[config.mk]
export PLATFORM = sky130hd
export DESIGN_NAME = alu_seq_ctrl
export DESIGN_NICKNAME = d
export VERILOG_FILES = /design/src/rtl/alu_seq_ctrl.sv
export SDC_FILE = /design/constraint.sdc
export NUM_CORES = 1
export LEC_CHECK = 0
export CORE_MARGIN = 1
export CORE_UTILIZATION = 34
export CTS_BUF_LIST = sky130_fd_sc_hd__clkbuf_4 sky130_fd_sc_hd__clkbuf_8 sky130_fd_sc_hd__clkbuf_16
export CTS_CLUSTER_DIAMETER = 150
export DETAILED_ROUTE_END_ITERATION = 7
export GPL_ROUTABILITY_DRIVEN = 0
export PLACE_DENSITY = 0.62
export SLEW_MARGIN = 15
export SYNTH_ARGS = -nofsm -noshare
export SYNTH_HDL_FRONTEND = slang
export SYNTH_SLANG_ARGS = --single-unit
[constraint.sdc]
create_clock -name clk -period 1.95 [get_ports clk]
set_clock_uncertainty 0.1 [all_clocks]
set_input_delay 0.39 -clock clk [delete_from_list [all_inputs] [get_ports clk]]
set_output_delay 0.39 -clock clk [all_outputs]
set_load 0.01 [all_outputs]
[src/rtl/alu_seq_ctrl.sv]
// alu_seq_ctrl: four-state ALU sequencer with 4x8 register file; define ALUCTRL_R0_ZERO_EN to hard-wire r0 to zero.
module alu_seq_ctrl (
  input  logic       clk,
  input  logic       rst_n,
  input  logic       instr_valid,
  input  logic [7:0] instr,
  output logic       instr_ready,
  input  logic       reg_we,
  input  logic [1:0] reg_waddr,
  input  logic [7:0] reg_wdata,
  output logic [1:0] alu_ctl,
  output logic [7:0] alu_a,
  output logic [7:0] alu_b,
  input  logic [7:0] alu_out,
  input  logic       alu_zero,
  output logic       res_valid,
  output logic [7:0] res_data,
  output logic       res_zero,
  input  logic       res_ready
);
  typedef enum logic [1:0] {IDLE, READ, EXEC, RESP} state_t;
  state_t     state, state_nx;
  logic [7:0] ir;
  logic [7:0] rf [4];
  logic       wr_en;
  logic [1:0] wr_addr;
  logic [7:0] wr_data;
  // next state and handshake flags
  always_comb begin
    state_nx    = state;
    instr_ready = 1'b0;
    res_valid   = 1'b0;
    case (state)
      IDLE: begin
        instr_ready = 1'b1;
        state_nx    = instr_valid ? READ : IDLE;
      end
      READ: state_nx = EXEC;
      EXEC: state_nx = RESP;
      RESP: begin
        res_valid = 1'b1;
        state_nx  = res_ready ? IDLE : RESP;
      end
    endcase
  end
  // single register-file write port shared by preload (IDLE only) and writeback (EXEC)
  always_comb begin
    wr_en   = (state == IDLE && reg_we) || state == EXEC;
    wr_addr = state == EXEC ? ir[5:4] : reg_waddr;
    wr_data = state == EXEC ? alu_out : reg_wdata;
`ifdef ALUCTRL_R0_ZERO_EN
    if (wr_addr == 2'd0) wr_en = 1'b0;
`endif
  end
  // state register
  always_ff @(posedge clk or negedge rst_n)
    if (!rst_n) state <= IDLE;
    else        state <= state_nx;
  // register file; r0 stays at its reset value of zero when writes to it are blocked
  always_ff @(posedge clk or negedge rst_n)
    if (!rst_n)     rf <= '{default: 8'd0};
    else if (wr_en) rf[wr_addr] <= wr_data;
  // instruction capture, operand fetch and result capture
  always_ff @(posedge clk or negedge rst_n)
    if (!rst_n) begin
      ir       <= '0;
      alu_ctl  <= '0;
      alu_a    <= '0;
      alu_b    <= '0;
      res_data <= '0;
      res_zero <= 1'b0;
    end else begin
      if (state == IDLE && instr_valid) ir <= instr;
      if (state == READ) begin
        alu_ctl <= ir[7:6];
        alu_a   <= rf[ir[3:2]];
        alu_b   <= rf[ir[1:0]];
      end
      if (state == EXEC) begin
        res_data <= alu_out;
        res_zero <= alu_zero;
      end
    end
endmodule
* Word level (Yosys, flattened, before mapping)
Cells that the tools add are included.
** Cells by class
- Bitwise operators :: 3
- Order comparisons :: 4
- Multiply operators :: 0
- Reduce and logical (&&, ||, !) cells :: 5
- Mux-type cells :: 16
- Equality and inequality tests :: 3
- Shift operators :: 0
- $add $sub $neg :: 0
- Divide/modulo/power cells :: 0
** Operator list (number)
- 2-to-1 mux 8 bit :: 6
- binary-select mux 8 bit (select 2 bit) :: 2
- bitwise mux 32 bit :: 1
- demux 8 bit (select 2 bit) :: 1
- greater-or-equal comparator 3 bit, second input constant :: 3
- inverter 2 -> 3 bit :: 3
- case mux 2 bit (4 select lines) :: 1
- == test 2 bit, second input constant :: 2
- 2-to-1 mux 2 bit :: 2
- logical AND 1 bit :: 3
- less-than comparator 3 x 1 -> 1 bit, second input constant :: 1
- 2-to-1 mux 1 bit :: 3
- == test 2 x 1 -> 1 bit, second input constant :: 1
- logical NOT 2 bit :: 1
- logical OR 1 bit :: 1
** Storage, ports and cells
- Register bits :: 69
- Input bits :: 32
- Memories kept :: 0
- Logic and storage cells :: 42
- Bits in read-only memories :: 0
- Output and inout bits :: 29
- Memory bits (writable) :: 0
- Bits in latches :: 0

* Depth between registers and ports, before layout
Gate-level depths: netlist (run 1).
- Depth after elaboration :: 8
- Mapped depth :: 6

* Least setup slack after synthesis (run 1)
Ideal clock, no wire load.
- Path kind :: reg2reg
- From :: reg state[1]
- To :: reg rf[10] (netlist bit)
- Data required time :: 1.725 ns
- Data arrival time :: 1.649 ns
- Stages on the path, launching flop included :: 5
- Slack :: 0.076 ns
- Path through :: dfrtp_1 -> buf_2 -> mux2_2 -> a211oi_4 -> mux2_2
** Between the ends
- Cells in the longest elaborated chain, start to end :: 8
- Elaborated cells on any way between the ends :: 13
- Classes of those cells :: order compare (2); eq/ne (1); mux (5); bitwise (1); reduce/logical (4)
** Ends and longest elaborated chain
- start: declaration :: RTL line 22 : state_t state, state_nx;
- start signal: assignment :: RTL line 58 : else state <= state_nx;
- == test 2 bit :: RTL line 48, 49, 50
- 2-to-1 mux 2 bit :: RTL line 49 : wr_addr = state == EXEC ? ir[5:4] : reg_waddr;
- inverter 2 -> 3 bit (not written as such) :: RTL line 62 : else if (wr_en) rf[wr_addr] <= wr_data;
- greater-or-equal comparator 3 bit (not written as such) or less-than comparator 3 x 1 -> 1 bit (tied branches) :: RTL line 62
- logical AND 1 bit (not written as such) :: RTL line 62
- 2-to-1 mux 8 bit (not written as such) :: RTL line 62
- demux 8 bit (select 2 bit) :: RTL line 62
- bitwise mux 32 bit :: RTL line 62
- end signal: indexed assignment :: RTL line 62
- end: declaration :: RTL line 24 : logic [7:0] rf [4];
Parallel ways exist; a longest one is shown, timed or not.
A chain may end at the register's enable or synchronous reset.

* Worst setup path after layout (run 1)
- From :: in reg_we
- To :: reg rf[21] (netlist bit)
** Between the ends
- Cells in the longest elaborated chain, start to end :: 2
** Ends and longest elaborated chain
- start: declaration :: RTL line 8 : input logic reg_we,
- logical AND 1 bit :: RTL line 48 : wr_en = (state == IDLE && reg_we) || state == EXEC;
- logical OR 1 bit :: RTL line 48
No other way between the ends.

==> results of run 1 <==
[sequential cells by signal, indices dropped and copies added, names as in the netlist]
register	count
alu_ctl	2
ir	8
alu_a	8
alu_b	8
res_zero	1
state	2
res_data	8
rf	32
[per-layer routing]
metal | wire length, um | track usage (%) | part of all wire [%] | vias to the layer above
met5 | 0 | 0 | 0 | -
met4 | 109 | 5.63 | 1.7 | 0
met3 | 256 | 4.33 | 4.0 | 9
met2 | 3160 | 23.1 | 49 | 54
met1 | 2870 | 18.6 | 45 | 1008
li1 | - | - | - | 864
[stage by stage]
stage | setup slack, ps | hold slack (ps) | cell area (um^2) | utilization [%] | power [mW]
final | 34.0 | 405 | 4320 | 48.8 | 7.65
after global placement | -362 | 342 | 4030 | 45.5 | 6.21
after CTS | 6.06 | 410 | 4280 | 48.4 | 7.67
after detailed placement | -387 | 350 | 4030 | 45.5 | 6.31
after global routing | -21.6 | 426 | 4320 | 48.8 | 8.13
after floorplan | 76.3 | -5.59 | 3160 | - | 4.86
[cell usage after synthesis, drive strengths merged, types with 2 or more instances]
master,count
a211oi,4
a21oi,2
and2,2
buf,9
dfrtp,69
mux2,76
mux4,16
nand2b,2
nor2,3
[worst max-delay path, cell delays in order]
cell and delay [ps]:
clkdlybuf4s50_1 470, or3b_4 410, a211oi_4 300, buf_6 170, mux2_4 290
[path summary, 6_finish.rpt]
check,from,endpoint,slack (ps),cells after the start
max,reg_we,rf[21],30,5
max reg2reg,state[1],rf[21],40,5
min reg2reg,ir[6],alu_ctl[0],400,1
min,ir[6],alu_ctl[0],400,1
min in group asynchronous,rst_n,res_data[6],490,3
max in group asynchronous,rst_n,alu_b[7],950,3
[repair_timing]
action                                 CTS  global route
buffers inserted                         1             0
setup endpoints to repair               14            16
pin swaps                                2             2
endpoints found under the hold margin   69             0
gates resized for setup                  5            10
hold buffers                             1             0
[power by group through the flow]
stage	Sequential (mW)	Clock, mW	Combinational (mW)
after floorplan	2.65	0	2.21
after global placement	2.72	0	3.49
after detailed placement	2.77	0	3.55
after CTS	2.73	1.37	3.58
after global routing	2.84	1.43	3.86
final	2.73	1.31	3.61
[logic make-up (layout without fill, tap and decap cells)]
group | Yosys count | after routing | synth area share [%]
muxes | 93 | 93 | 38.8
DFF | 69 | 69 | 54.6
and+or+nand+nor | 11 | 11 | 2.06
buffers and inverters | 11 | 94 | 1.74
AOI/OAI and AO/OA | 6 | 6 | 2.85
[area by class of cell]
type | instances | share of cell area (%)
Multi-Input combinational cell | 110 | 32.8
Tap cell | 108 | 3.13
Clock inverter | 4 | 1.62
Timing Repair Buffer | 77 | 18.7
Clock buffer | 12 | 3.68
Inverter | 1 | 0.0869
Sequential cell | 69 | 40.0
==> results.cfg, run 1 <==
[status]
status = finished, final reports clean

[cells_and_area]
area_delta_synth_final_pct = 36.6
layout_commonest_cell = dfrtp_1
most-common-layout-cells = dfrtp_1 (69), mux2_2 (66), clkdlybuf4s50_1 (57)
antennaDiodeCount = 0
final_cells = 381
drive_gt1_share_pct = 47.6
final_nets = 300
multiInputGateArea_um2 = 1420
regArea_um2 = 1730
n_fill_cell = 791

[die]
pin_count = 61
initial_core_util_pct = 35.7
die_area_um2 = 9690
die_h_um = 98.5
rows = 34
fp.dieW_um = 98.5
core-area_um2 = 8850

[timing]
period_needed_ps = 1920
relSlewSlack_pct = 68.3
period_share_pct = 98.3
tns_ps = 0
slew_viol_final = 0
rsz0062_at_grt = true
worst_pin_slew_ps = 463
setup_viol = 0
hold_viol_final = 0
fmax_mhz = 522

[global_routing]
antenna_found_initial = 0
overflow = 0
grt_max_degree = 70
grt_first_pass_wirelength_mm = 10.5
grt_pass1_vias = 2000
grtUsageTotal_pct = 14.5

[setup_path]
worstSetupStartpointType = primary input
required_ps = 2070
worstSetupEndpointType = flip-flop
critPathMaxFanout = 4
worstSetupPathType = primary input to flip-flop
cp.arrival_ps = 2040

[cts]
htree_levels = 3
clkTransAtPathRegs_ps = 70
cts-root-buf = clkbuf_8
worstSkewPairLatency_ps = 340
cts_made_buffers = 9
clk_path_buf_depth = 2
cts_tree = done
numClockSinks = 69

[yosys]
yosysTopAreaCell = dfrtp_1
async_flop_share_pct = 100
synth_warnings = 0
synth_top_area_share_pct = 54.6
avgSynthCellArea_um2 = 16.6
synthesis.nets = 222
synth_edf_count = 0
netlist_instances = 190
syn_area_um2 = 3160
synthTopCellsByArea = dfrtp_1 (55%), mux2_2 (27%), mux4_2 (11%)
yosysSeqAreaShare_pct = 54.6
synth_ff_type = dfrtp_1
ys_seq_elements = 69
yosys.cell_types.count = 20

[pwr]
swShare_pct = 30.3
p_per_area_nw_per_um2 = 1770
seqPwrFrac_pct = 35.7
internal_power_mw = 5.34
p_clk_share_pct = 17.1
power.switching_mw = 2.32
peakVddDrop_v = 0.000637
combPwrFrac_pct = 47.2
p_leak_nw = 1.76

[hold_path]
worstHoldPathType = flip-flop to flip-flop

[routing]
vias = 1935
drc = 0
drt_iter0_markers = 54
post_drt_via_cell_ratio = 5.08
wl_mm = 6.40
drtAntennaViolNets = 0
first_pass_iters = 6
wl_per_cell_um = 16.8

[place]
dp_hpwl_mm = 4.44
dp.cells = 363
portBuffers = 60

[flow_run]
drv_cap = 0
No activity file was read; power rests on OpenSTA's default activity.
==> run 2, diff against run 1 <==
Settings changed: CORE_MARGIN 1 to not set.
==> results of run 2 <==
The final DEF is identical to that of run 1; final timing and power are the same.
==> run 3, diff against run 2 <==
Settings changed: CAP_MARGIN set to 15.
==> results of run 3 <==
The final DEF is identical to that of run 1; final timing and power are the same.
==> edit, RTL diff (settings of run 3) <==
Encoding of `state_t`: now one-hot (4 bits for 4 states).
--- a/src/rtl/alu_seq_ctrl.sv
+++ b/src/rtl/alu_seq_ctrl.sv
@@ -19,5 +19,5 @@
   input  logic       res_ready
 );
-  typedef enum logic [1:0] {IDLE, READ, EXEC, RESP} state_t;
+  typedef enum logic [3:0] {IDLE = 4'b0001, READ = 4'b0010, EXEC = 4'b0100, RESP = 4'b1000} state_t;
   state_t     state, state_nx;
   logic [7:0] ir;
Behaviour: no difference found for any inputs over 4 cycles, from zero or initial values and one cycle with rst_n low; so few cycles prove little.
==> edit against run 3 <==
- the flow now finishes with violations (negative setup slack)
- via count grew 14%
- die area grew 3.2%
- sequential cell count grew 2
- final cell count grew 19%
- global-route usage grew 1.5 points
- first-iteration DRC count grew 72%
- area after synthesis grew 3.2%
- final area grew 4.6%
- worst setup slack lost 0.21 ns
- synthesized cell count grew 24%
- routed wire length grew 13%
- largest cell class unchanged
Power is not compared: it rests on default switching activity, and its combinational part moved more than twofold at a synthesized area within 25%.
==> edit: results (changes against run 3) <==
[route]
viasPerCell=4.85  ; -4.5%
met2WireLength_um=3640  ; +15%
dr.pass1.iters=4  ; -2
routed_wl_um=7200  ; +13%
highest_layer=met4
final_antenna_net_count=0  ; unchanged
drtIter0Drc=93  ; +72%
post_drt_wl_per_cell_um=15.9  ; -5.5%
wl_met1_um=3210  ; +12%
dr_wl_met3_um=215  ; -16%

[final_layout]
layout-drive-gt1-share_pct=41.8  ; -5.8 points
largest_register=rf
nets=352  ; +17%

[pwr]
p_clk_share_pct=43.1
p_leak_uw=0.00207
vdd_drop_max_uv=334
pwr-share-seq_pct=52.3

[synthesis]
synth.area.top_cells=dfrtp_1 (54%), mux2_2 (20%), mux4_2 (11%)
syn-num-nets=268  ; +21%
syn_avg_cell_area_um2=13.8  ; -17%
async_flop_share_pct=100  ; unchanged
synth_common_cells=dfrtp_1 (70), mux2_2 (58), nand2_1 (45)
synth.distinct_cells=27  ; +35%
yosysSeqAreaShare_pct=54.4  ; -0.14 points

[hold_path]
hold_depth=2  ; +1
min-delay-start=res_zero
min_to=res_zero

[critical_path]
criticalPathCategory=flip-flop to flip-flop
r2r_end=rf[29]
crit_path_max_fanout=8  ; +4
critPathLaunch=state[1]

[place]
placed_cell_area_mm2=0.00422  ; +4.6%
dp_hpwl_um=4990  ; +12%
dp.cells=433  ; +19%
dp_slack_ns=-0.273  ; +0.114 ns

[global_route]
grt_pass1_wl_um=11800  ; +13%
use_met1_pct=20.3  ; +1.6 points
grt_pass1_vias=2310  ; +16%
grt.total_usage_pct=16.0  ; +1.5 points
grt_max_degree=24  ; -66%
grt_use_met3_pct=2.79  ; -1.5 points
grtUsageMet2_pct=26.5  ; +3.4 points

[cts]
insertion_delay_ns=0.34  ; about the same
htreeDepth=3  ; unchanged
clk_pin_slew_ns=0.07  ; about the same

[status]
status=finished, violations left
violations=negative setup slack

[timing]
worst_hold_slack_ns=0.380  ; -0.0249 ns
setup_viol=24  ; +24
final.setup.tns_ns=-2.64  ; -2.64 ns
fin_ws_ns=-0.176  ; -0.210 ns
tightest_slew_ns=0.576  ; +0.113 ns

## edit: repair_timing
| action | CTS | global route |
|---|---|---|
| hold endpoints to repair | 18 | 0 |
| setup buffers | 4 | 0 |
| cloned | 0 | 0 |
| gates resized for setup | 18 | 8 |
| pin swaps | 3 | 3 |
| endpoints found under the setup margin | 34 | 51 |
| hold buffers | 1 | 0 |
## edit: logic make-up after synthesis
logic type             count (synthesis)  synth area share, %
buffers and inverters                 14                 2.07
muxes                                 74                 31.0
and+or+nand+nor                       67                 9.96
AOI/OAI and AO/OA                     10                 2.49
DFF                                   71                 54.4
## edit: critical path: stages (launching register included)
cell	delay [ns]
dfrtp_1	0.40
or4b_4	0.54
or3_4	0.35
a21oi_4	0.15
buf_12	0.15
mux2_2	0.33
## edit: area by class of cell
type / instances / area, um^2
Multi-Input combinational cell: 151 / 1490
Timing Repair Buffer: 87 / 890
Sequential cell: 71 / 1780
Fill cell: 869 / 4760
Clock inverter: 4 / 45.0
Tap cell: 129 / 161
Clock buffer: 12 / 159
